File: config.mk
export PLATFORM = sky130hd
export DESIGN_NAME = alu_mdu
export DESIGN_NICKNAME = d
export VERILOG_FILES = /design/src/rtl/alu_mdu.sv
export SDC_FILE = /design/constraint.sdc
export NUM_CORES = 1
export LEC_CHECK = 0
export CAP_MARGIN = 5
export CORE_MARGIN = 2
export CORE_UTILIZATION = 50
export DETAILED_ROUTE_END_ITERATION = 10
export HOLD_SLACK_MARGIN = 0.15
export PLACE_DENSITY = 0.79
export SYNTH_ARGS = -nofsm -noshare
export SYNTH_HDL_FRONTEND = slang
export SYNTH_SLANG_ARGS = --single-unit
File: constraint.sdc
create_clock -name clk -period 6.9 [get_ports clk]
set_input_delay 1.38 -clock clk [delete_from_list [all_inputs] [get_ports clk]]
set_output_delay 1.38 -clock clk [all_outputs]
set_load 0.02 [all_outputs]
File: src/rtl/alu_mdu.sv
// alu_mdu: registered ALU with an iterative multiply/divide unit.
//
// Single-cycle ops (AND/OR/LUI/ADD/SLL/NOR/SRL/SUB/SLT/SRA/MFLO/MFHI) register
// their result into ALUResult/Zero one edge after an accepted start. MULT,
// MULTU, DIV and DIVU run one shift-add / restoring-subtract step per cycle,
// then a sign-fixup cycle writes HI/LO. Latency is WIDTH+1 edges after accept.
//
// Ports:
//   clk, reset (async, active low)
//   start, ALUOperation[3:0], A, B  - issue request, taken only when busy=0
//   busy, done                      - iterative op in flight / one-cycle result pulse
//   ALUResult, Zero                 - registered ALU result and its zero flag
//   HI, LO                          - product high/low or remainder/quotient
//   DivByZero                       - sticky until the next accepted start
//
// state | meaning
// IDLE  | waiting for start; single-cycle ops complete from here
// MUL   | WIDTH shift-add steps over {acc, mq}
// DIV   | WIDTH restoring-divide steps, quotient shifted into mq
// FIX   | sign fixup, HI/LO written, done pulsed
module alu_mdu #(
  parameter int WIDTH = 32,
  localparam int SHW = $clog2(WIDTH)
) (
  input  logic             clk,
  input  logic             reset,
  input  logic             start,
  input  logic [3:0]       ALUOperation,
  input  logic [WIDTH-1:0] A,
  input  logic [WIDTH-1:0] B,
  output logic             busy,
  output logic             done,
  output logic [WIDTH-1:0] ALUResult,
  output logic             Zero,
  output logic [WIDTH-1:0] HI,
  output logic [WIDTH-1:0] LO,
  output logic             DivByZero
);

  localparam int CW = $clog2(WIDTH + 1);

  localparam logic [3:0] OP_AND   = 4'b0000;
  localparam logic [3:0] OP_OR    = 4'b0001;
  localparam logic [3:0] OP_LUI   = 4'b0010;
  localparam logic [3:0] OP_ADD   = 4'b0011;
  localparam logic [3:0] OP_SLL   = 4'b0100;
  localparam logic [3:0] OP_NOR   = 4'b0101;
  localparam logic [3:0] OP_SRL   = 4'b0110;
  localparam logic [3:0] OP_SUB   = 4'b0111;
  localparam logic [3:0] OP_SLT   = 4'b1000;
  localparam logic [3:0] OP_SRA   = 4'b1001;
  localparam logic [3:0] OP_MFLO  = 4'b1010;
  localparam logic [3:0] OP_MULTU = 4'b1011;
  localparam logic [3:0] OP_MULT  = 4'b1100;
  localparam logic [3:0] OP_DIVU  = 4'b1101;
  localparam logic [3:0] OP_DIV   = 4'b1110;
  localparam logic [3:0] OP_MFHI  = 4'b1111;

  typedef enum logic [1:0] {ST_IDLE, ST_MUL, ST_DIV, ST_FIX} state_t;

  state_t           state_q, state_d;
  logic [CW-1:0]    cnt_q, cnt_d;
  logic [WIDTH-1:0] acc_q, acc_d;     // product high half / partial remainder
  logic [WIDTH-1:0] mq_q, mq_d;       // multiplier -> product low half / dividend -> quotient
  logic [WIDTH-1:0] mcand_q, mcand_d; // multiplicand or divisor magnitude
  logic             neg_lo_q, neg_lo_d;
  logic             neg_hi_q, neg_hi_d;
  logic             is_div_q, is_div_d;
  logic             dbz_q, dbz_d;
  logic             done_q, done_d;
  logic [WIDTH-1:0] res_q, res_d;
  logic             zero_q, zero_d;
  logic [WIDTH-1:0] hi_q, hi_d;
  logic [WIDTH-1:0] lo_q, lo_d;
  logic             dbz_sticky_q, dbz_sticky_d;

  logic [SHW-1:0]   shamt;
  logic [WIDTH-1:0] alu_res;
  logic             is_iter, is_signed, is_div_op, b_zero;
  logic             a_neg, b_neg;
  logic [WIDTH-1:0] a_mag, b_mag;
  logic [WIDTH:0]   mul_sum;
  logic [WIDTH:0]   div_r;
  logic             div_ge;
  logic [WIDTH-1:0] div_diff;
  logic [2*WIDTH-1:0] prod, prod_fix;

  assign shamt = B[SHW-1:0];

  always_comb begin
    alu_res = '0;
    unique case (ALUOperation)
      OP_AND:  alu_res = A & B;
      OP_OR:   alu_res = A | B;
      OP_LUI:  alu_res = {B[WIDTH/2-1:0], {(WIDTH/2){1'b0}}};
      OP_ADD:  alu_res = A + B;
      OP_SLL:  alu_res = A << shamt;
      OP_NOR:  alu_res = ~(A | B);
      OP_SRL:  alu_res = A >> shamt;
      OP_SUB:  alu_res = A - B;
      OP_SLT:  alu_res = {{(WIDTH-1){1'b0}}, ($signed(A) < $signed(B))};
      OP_SRA:  alu_res = $signed(A) >>> shamt;
      OP_MFLO: alu_res = lo_q;
      OP_MFHI: alu_res = hi_q;
      default: alu_res = '0;
    endcase
  end

  assign is_iter   = (ALUOperation == OP_MULTU) || (ALUOperation == OP_MULT) ||
                     (ALUOperation == OP_DIVU)  || (ALUOperation == OP_DIV);
  assign is_signed = (ALUOperation == OP_MULT) || (ALUOperation == OP_DIV);
  assign is_div_op = (ALUOperation == OP_DIVU) || (ALUOperation == OP_DIV);
  assign b_zero    = (B == '0);
  assign a_neg     = is_signed & A[WIDTH-1];
  assign b_neg     = is_signed & B[WIDTH-1];
  // |MIN| = 2^(WIDTH-1) still fits as an unsigned WIDTH-bit magnitude.
  assign a_mag     = a_neg ? (~A + 1'b1) : A;
  assign b_mag     = b_neg ? (~B + 1'b1) : B;

  assign mul_sum  = {1'b0, acc_q} + (mq_q[0] ? {1'b0, mcand_q} : {(WIDTH+1){1'b0}});
  assign div_r    = {acc_q, mq_q[WIDTH-1]};
  assign div_ge   = (div_r >= {1'b0, mcand_q});
  // When div_ge holds the difference is below the divisor, so WIDTH bits suffice.
  assign div_diff = div_r[WIDTH-1:0] - mcand_q;

  assign prod     = {acc_q, mq_q};
  assign prod_fix = neg_lo_q ? (~prod + 1'b1) : prod;

  always_comb begin
    state_d      = state_q;
    cnt_d        = cnt_q;
    acc_d        = acc_q;
    mq_d         = mq_q;
    mcand_d      = mcand_q;
    neg_lo_d     = neg_lo_q;
    neg_hi_d     = neg_hi_q;
    is_div_d     = is_div_q;
    dbz_d        = dbz_q;
    done_d       = 1'b0;
    res_d        = res_q;
    zero_d       = zero_q;
    hi_d         = hi_q;
    lo_d         = lo_q;
    dbz_sticky_d = dbz_sticky_q;

    unique case (state_q)
      ST_IDLE: begin
        if (start) begin
          dbz_sticky_d = 1'b0;
          if (is_iter) begin
            cnt_d    = CW'(WIDTH);
            acc_d    = '0;
            is_div_d = is_div_op;
            dbz_d    = is_div_op & b_zero;
            if (is_div_op) begin
              state_d  = ST_DIV;
              mq_d     = a_mag;
              mcand_d  = b_mag;
              // Divide by zero keeps LO all ones, so the quotient is never negated.
              neg_lo_d = (a_neg ^ b_neg) & ~b_zero;
              neg_hi_d = a_neg;
            end else begin
              state_d  = ST_MUL;
              mq_d     = b_mag;
              mcand_d  = a_mag;
              neg_lo_d = a_neg ^ b_neg;
              neg_hi_d = 1'b0;
            end
          end else begin
            res_d  = alu_res;
            zero_d = (alu_res == '0);
            done_d = 1'b1;
          end
        end
      end
      ST_MUL: begin
        acc_d = mul_sum[WIDTH:1];
        mq_d  = {mul_sum[0], mq_q[WIDTH-1:1]};
        cnt_d = cnt_q - CW'(1);
        if (cnt_q == CW'(1)) state_d = ST_FIX;
      end
      ST_DIV: begin
        // With a zero divisor every step subtracts nothing: quotient all ones,
        // remainder equals the dividend magnitude.
        acc_d = div_ge ? div_diff : div_r[WIDTH-1:0];
        mq_d  = {mq_q[WIDTH-2:0], div_ge};
        cnt_d = cnt_q - CW'(1);
        if (cnt_q == CW'(1)) state_d = ST_FIX;
      end
      ST_FIX: begin
        if (is_div_q) begin
          lo_d = neg_lo_q ? (~mq_q + 1'b1) : mq_q;
          hi_d = neg_hi_q ? (~acc_q + 1'b1) : acc_q;
        end else begin
          lo_d = prod_fix[WIDTH-1:0];
          hi_d = prod_fix[2*WIDTH-1:WIDTH];
        end
        if (dbz_q) dbz_sticky_d = 1'b1;
        done_d  = 1'b1;
        state_d = ST_IDLE;
      end
      default: state_d = ST_IDLE;
    endcase
  end

  always_ff @(posedge clk or negedge reset) begin
    if (!reset) begin
      state_q      <= ST_IDLE;
      cnt_q        <= '0;
      acc_q        <= '0;
      mq_q         <= '0;
      mcand_q      <= '0;
      neg_lo_q     <= 1'b0;
      neg_hi_q     <= 1'b0;
      is_div_q     <= 1'b0;
      dbz_q        <= 1'b0;
      done_q       <= 1'b0;
      res_q        <= '0;
      zero_q       <= 1'b1;
      hi_q         <= '0;
      lo_q         <= '0;
      dbz_sticky_q <= 1'b0;
    end else begin
      state_q      <= state_d;
      cnt_q        <= cnt_d;
      acc_q        <= acc_d;
      mq_q         <= mq_d;
      mcand_q      <= mcand_d;
      neg_lo_q     <= neg_lo_d;
      neg_hi_q     <= neg_hi_d;
      is_div_q     <= is_div_d;
      dbz_q        <= dbz_d;
      done_q       <= done_d;
      res_q        <= res_d;
      zero_q       <= zero_d;
      hi_q         <= hi_d;
      lo_q         <= lo_d;
      dbz_sticky_q <= dbz_sticky_d;
    end
  end

  assign busy      = (state_q != ST_IDLE);
  assign done      = done_q;
  assign ALUResult = res_q;
  assign Zero      = zero_q;
  assign HI        = hi_q;
  assign LO        = lo_q;
  assign DivByZero = dbz_sticky_q;

endmodule

==> reports/qor.txt, run 1 <==
Synthesized Nets -> 3560
Die area -> 52900 um2
#FFs+latches synth -> 207
CTS sink cnt -> 207
Final std cells w/o fill -> 4043
Largest net degree at the start of global routing -> 163
Metal2 WL -> 48800 um
Reg-to-reg setup timing slack -> 2490 ps
Clk pwr share -> 14.6%
Vias in the first global route -> 26100
Clock transition at path regs -> 60 ps
DRT antenna net count -> 0
Initial Util -> 50.8%
Setup CP Type -> input pin to flip-flop
FP Rows -> 82
Final Setup Violations -> 0
Layout Skew -> 20.8 ps
Ports -> 171
WP data required -> 7390 ps
Worst VDD drop -> 0.279 mV
First-pass detailed-route iteration total -> 8
Period Utilization, post-route -> 82.5%
Slew margin rel. -> 22.3%
Critical Path AT -> 6180 ps
Crit path launch type -> input pin
Cts bufs inserted -> 26
Hpwl dp -> 91500 um
Top cells by area, synth -> dfrtp_1 20%, ha_1 8.9%, a21oi_1 6.3%, nor2_1 5.3%, xnor2_1 4.9%
Status -> completed
Placed cell areas -> 27900 um2
Die H -> 230 um
Later-pin clock latency in the skew report -> 580 ps
RSZ-0062 raised after global routing -> no
Post-CTS Resized -> 0
Fin. max-slew vios -> 0
Layout cell share with drive strength beyond 1 -> 9.29%
Layout Utilization -> 57.4%
Core area -> 50300 um2
Final WL -> 120000 um
EDFF count, synth -> 0
Register area -> 5180 um2
Die X -> 230 um
IO buf count -> 170
Mapped Cells -> 3303
Pwr Density -> 368 nW/um2
First-pass GRT wire length -> 174000 um
Post-Syn Area per Cell -> 7.73 um2
Initial antenna violation count -> 4
Element type at the critical path end -> flip-flop
Slew @ Worst Pin -> 1150 ps
Final net count -> 3605
Leakage -> 12.1 nW
Post-CTS Hold Buffers -> 0
Drt initial violations -> 4389
Pint -> 0.00522 W
YS warnings -> 0
Switching pwr -> 0.00539 W
M1 WL -> 44800 um
Crit path max fanout -> 9
# fillers -> 4673
Synth Cell Area -> 25500 um2
Routed vias -> 28300
Area added between synthesis and finish -> 13.1%
Post-CTS setup buffer count -> 0
Vias per cell -> 7.00
Combinational share of power -> 61.2%
Placer's final routability congestion estimate -> 1.07
DR top layer -> met5
DP Cell Count -> 3992
Post-route cell area -> 28900 um2
Root buf cell -> clkbuf_16
All-Layer GR Usage -> 43.7%
Switching portion of total power -> 50.8%
Share of the synthesized area in the top cell type -> 20.2%
Drc violations -> 0
Dominant synthesized flop cell -> dfrtp_1
Seq pwr share -> 24.3%
CTS HTree Levels -> 1
Distinct cells, synth -> 109
Longest Clk Path Bufs -> 3
Max Cap Violations -> 0
Fmax -> 176 MHz
Min cycle time layout -> 5690 ps
HP Class -> flip-flop to flip-flop
WL/cell -> 29.6 um
Async S/R FF share, synth -> 100%
Grt total ovfl -> 0
Sequential element share of the synthesized area -> 20.3%
WL met3 -> 15500 um
Post-synth top area cell -> dfrtp_1
CTS tree -> yes
Multi-input logic area -> 18700 um2
Final Hold Viols -> 0
Setup TNS -> 0 ps
path summary, 6_finish.rpt:
kind / startpoint / to / depth (start not counted)
setup / recovery: A[0] / Zero / 16
hold / removal: ALUResult[24] / ALUResult[24] / 2
setup reg to reg: acc_q[0] / acc_q[22] / 13
hold reg to reg: ALUResult[24] / ALUResult[24] / 2
max in group asynchronous: reset / acc_q[27] / 2
min in group asynchronous: reset / HI[1] / 1
power by group through the flow:
stage	Clock [W]	Combinational [W]	Sequential [W]
5_1_grt	0.00161	0.00699	0.00261
6_report	0.00155	0.00649	0.00258
3_3_place_gp	0	0.00621	0.00253
4_1_cts	0.00156	0.00634	0.00253
3_5_place_dp	0	0.00629	0.00254
2_1_floorplan	0	0.00414	0.00245
Yosys cell counts, drive strengths merged (18+ instances only):
| master | instances |
|---|---|
| a211oi | 37 |
| a21o | 62 |
| a21oi | 319 |
| a221o | 42 |
| a221oi | 28 |
| a22oi | 56 |
| a31oi | 48 |
| and2 | 19 |
| buf | 65 |
| clkbuf | 190 |
| dfrtp | 206 |
| ha | 182 |
| inv | 168 |
| mux2 | 50 |
| mux2i | 50 |
| mux4 | 47 |
| nand2 | 237 |
| nand2b | 34 |
| nand3 | 59 |
| nand4 | 31 |
| nor2 | 362 |
| nor2b | 22 |
| nor3 | 73 |
| nor4 | 35 |
| o211ai | 31 |
| o21ai | 242 |
| o21bai | 19 |
| o221ai | 26 |
| o31ai | 32 |
| o41ai | 18 |
| or3 | 21 |
| xnor2 | 144 |
| xor2 | 66 |
flip-flops by register name, summed over array words and instances (netlist names):
signal     flops
DivByZero      1
HI            32
dbz_q          1
mcand_q       32
mq_q          32
Zero           1
state_q        2
done           1
neg_hi_q       1
is_div_q       1
cnt_q          6
ALUResult     32
LO            32
neg_lo_q       1
acc_q         32
critical path, stage by stage:
cell             delay [ps]
clkdlybuf4s50_1         670
inv_1                   240
ha_1                    210
inv_1                    70
fa_1                    430
nor2b_1                 180
o311ai_2                500
nand2_1                 240
a221o_1                 490
a21oi_1                 250
mux2i_1                 110
a2111oi_0               540
nand2_1                 100
nor4_1                  350
nand4_1                 170
o31ai_2                 240
cell usage in the layout, fill, tap and decap left out, types with 34 or more instances in the layout:
cell type        count
a211oi_1            36
a21o_1              62
a21oi_1            319
a221o_1             42
a22oi_1             55
a31oi_1             48
buf_4               99
clkdlybuf4s50_1    164
dfrtp_1            206
ha_1               181
inv_1              166
mux2_2              49
mux2i_1             49
mux4_2              45
nand2_1            237
nand2b_1            34
nand3_1             58
nor2_1             359
nor3_1              70
o21ai_0            234
xnor2_1            144
xor2_1              66
kinds of logic after synthesis:
family                   after synthesis  share of synthesized area, %
AO/OA/AOI/OAI                       1144                          29.8
XOR/XNOR                             210                          7.20
adder cells (fa/ha/maj)              186                          9.23
buffers and inverters                427                          6.85
flip-flops                           207                          20.3
multiplexers                         147                          8.35
AND/OR/NAND/NOR                      982                          18.3
stage by stage:
stage	power, W	hold WS [ps]	setup WS, ps
finish	0.0106	473	1210
detailed placement	0.00883	470	689
global placement	0.00874	462	901
CTS	0.0104	482	1280
global route	0.0112	498	1030
floorplan	0.00659	450	1750
cell type report:
class | instances | area share [%]
tap | 672 | 2.91
multi-input combinational | 2669 | 64.9
clock inverter | 13 | 0.828
antenna | 3 | 0.0260
clock buffer | 35 | 2.54
timing repair buffer | 272 | 8.66
sequential | 207 | 17.9
inverter | 172 | 2.24
layer usage:
layer / vias to the layer above / GRT usage [%]
met5: - / 0.0919
met4: 2 / 29.3
met3: 537 / 12.9
met2: 2109 / 63.8
met1: 13400 / 55.7
li1: 12300 / -
No activity file was read; power rests on OpenSTA's default activity.
==> run 2, diff against run 1 <==
--- a/config.mk
+++ b/config.mk
@@ -10,7 +10,7 @@
 export CORE_UTILIZATION = 50
 export DETAILED_ROUTE_END_ITERATION = 10
 export HOLD_SLACK_MARGIN = 0.15
-export PLACE_DENSITY = 0.79
+export PLACE_DENSITY = 0.82
 export SYNTH_ARGS = -nofsm -noshare
 export SYNTH_HDL_FRONTEND = slang
 export SYNTH_SLANG_ARGS = --single-unit
==> constraint.sdc (replaced) <==
create_clock -name clk -period 5.1 [get_ports clk]
set_input_delay 1.02 -clock clk [delete_from_list [all_inputs] [get_ports clk]]
set_output_delay 1.02 -clock clk [all_outputs]
set_load 0.02 [all_outputs]
==> reports/qor.txt, run 2 (same netlist as run 1, synthesis figures left out) <==
Final hold slack -> 473 ps (-0.0490 ps)
Die H -> 230 um (unchanged)
Area added between synthesis and finish -> 21.1%
Slew margin rel. -> 18.2% (-4.1 points)
Hpwl dp -> 99000 um (+8.2%)
Buffers & Inverters on Critical Path -> 3 (unchanged)
Top delay family on crit path -> compound AO/OA/AOI/OAI gates
Post-CTS setup buffer count -> 0 (unchanged)
Final Setup Violations -> 0 (unchanged)
Most common cell after layout, fill and taps aside -> nor2_1
Layout cell share with drive strength beyond 1 -> 15.8% (+6.5 points)
Drc violations -> 0 (unchanged)
Critical Path AT -> 5300 ps (-880 ps)
Fin. max-slew vios -> 0 (unchanged)
Initial Util -> 50.8% (unchanged)
CP max stage cell -> or4_1
Initial antenna violation count -> 1 (-3)
Worst setup path startpoint -> A[0]
R2R Path Start -> mq_q[0]
Longest Clk Path Bufs -> 3 (unchanged)
Clock transition at path regs -> 60 ps (about the same)
Period Utilization, post-route -> 94.4%
R2R depth -> 14 (+1)
Overall Power -> 0.0146 W (+37%)
Pwr Density -> 471 nW/um2 (+28%)
Element type at the critical path end -> flip-flop
Vias in the first global route -> 27600 (+5.6%)
Core area -> 50300 um2 (unchanged)
Die area -> 52900 um2 (unchanged)
CTS tree -> yes
IO buf count -> 170 (unchanged)
Fmax -> 208 MHz
Setup CP Type -> input pin to flip-flop
RSZ-0062 raised after global routing -> no
HP Class -> input pin to asynchronous set/reset pin
FP Rows -> 82 (unchanged)
First-pass detailed-route iteration total -> 9 (+1)
Levels on crit path -> 16 (unchanged)
Crit path launch type -> input pin
Slew @ Worst Pin -> 1210 ps (+57.8 ps)
Vias per cell -> 6.84 (-2.4%)
Ports -> 171 (unchanged)
Layout Skew -> 19.5 ps (-1.30 ps)
Grt total ovfl -> 0 (unchanged)
Root buf cell -> clkbuf_16
All-Layer GR Usage -> 45.9% (+2.2 points)
Routed vias -> 29400 (+4.0%)
CP Cell Sequence -> clkdlybuf4s50_1 > buf_4 > ha_1 > fa_1 > a21o_1 > a221o_1 > buf_4 > o211ai_2 > o211ai_2 > a311oi_1 > o21a_1 > o21ai_1 > a21oi_1 > o21ai_0 > or4_1 > o31ai_2
Min cycle time layout -> 4820 ps
Drt initial violations -> 4183 (-4.7%)
Status -> completed
Max Cap Violations -> 0 (unchanged)
Final WL -> 125000 um (+4.2%)
Placer's final routability congestion estimate -> 1.12 (+4.8%)
DRT antenna net count -> 0 (unchanged)
Later-pin clock latency in the skew report -> 580 ps (about the same)
First-pass GRT wire length -> 182000 um (+4.8%)
Cts bufs inserted -> 25 (-3.8%)
Most frequent cells in the layout -> 359 x nor2_1, 348 x buf_4, 319 x a21oi_1, 237 x nand2_1, 234 x o21ai_0
CTS sink cnt -> 207 (unchanged)
# fillers -> 4539 (-2.9%)
Crit path max fanout -> 6 (-3)
Final Hold Viols -> 0 (unchanged)
Final net count -> 3869 (+7.3%)
Die X -> 230 um (unchanged)
WL/cell -> 29.0 um (-2.1%)
Worst VDD drop -> 0.471 mV (+69%)
Max stage delay on crit path -> 580 ps (-90 ps)
Leakage -> 13.4 nW (+10%)
Largest net degree at the start of global routing -> 117 (-28%)
WP data required -> 5580 ps (-1810 ps)
CTS HTree Levels -> 1 (unchanged)
run 2: cell types whose count changed in the layout (fill, tap and decap cells not counted), sizes merged:
cell      delta
clkinvlp     +4
bufinv       -2
clkbuf       -4
diode        -1
clkinv       -1
buf        +265
run 2: final timing paths:
check | end | slack (ps)
worst max register to register | acc_q[28] | 760
worst max-delay path | Zero | 280
worst min-delay path | ALUResult[4] | 470
max in group asynchronous | LO[25] | 3430
worst min register to register | ALUResult[11] | 480
min in group clk | ALUResult[11] | 480
run 2: final cells by class:
| cell class | count | area, um2 | area share (%) |
|---|---|---|---|
| diodes | 2 | 5.00 | 0.0162 |
| clock buffers | 31 | 678 | 2.19 |
| clock inverters | 14 | 171 | 0.554 |
| inverters | 172 | 646 | 2.09 |
| multi-input cells | 2669 | 18700 | 60.5 |
| flip-flops and latches | 207 | 5180 | 16.8 |
| well taps | 672 | 841 | 2.72 |
| repair buffers | 537 | 4690 | 15.2 |
run 2: repair_timing:
action,4_1_cts,5_1_grt
resized for setup,0,1
endpoints found under the setup margin,0,1
hold buffers,0,0
run 2: routing by layer:
metal	share of wire, %	global-route usage, %	wire length, um	vias up
met1	38	57.8	46800	13900
met4	7.7	28.0	9640	2
met5	0.0096	0	12	-
met2	43	70.5	53400	2153
li1	-	-	-	12900
met3	12	11.8	14900	485
run 2: power by group:
group          total [W]  switching, W  internal [W]
clock network    0.00189      0.000785       0.00110
registers        0.00350       0.00113       0.00237
logic            0.00919       0.00552       0.00367
run 2: stage by stage:
| stage | cells | TNS (ps) | worst slack (ps) | utilization (%) | instance area, um2 |
|---|---|---|---|---|---|
| 3_3_place_gp | 4257 | -224 | -224 | 59.8 | 30100 |
| 3_5_place_dp | 4257 | -276 | -276 | 59.8 | 30100 |
| 6_report | 4304 | 0 | 283 | 61.5 | 30900 |
| 2_1_floorplan | 3303 | 0 | 310 | - | 25500 |
| 4_1_cts | 4302 | 0 | 299 | 61.5 | 30900 |
| 5_1_grt | 4302 | 0 | 1.54 | 61.5 | 30900 |
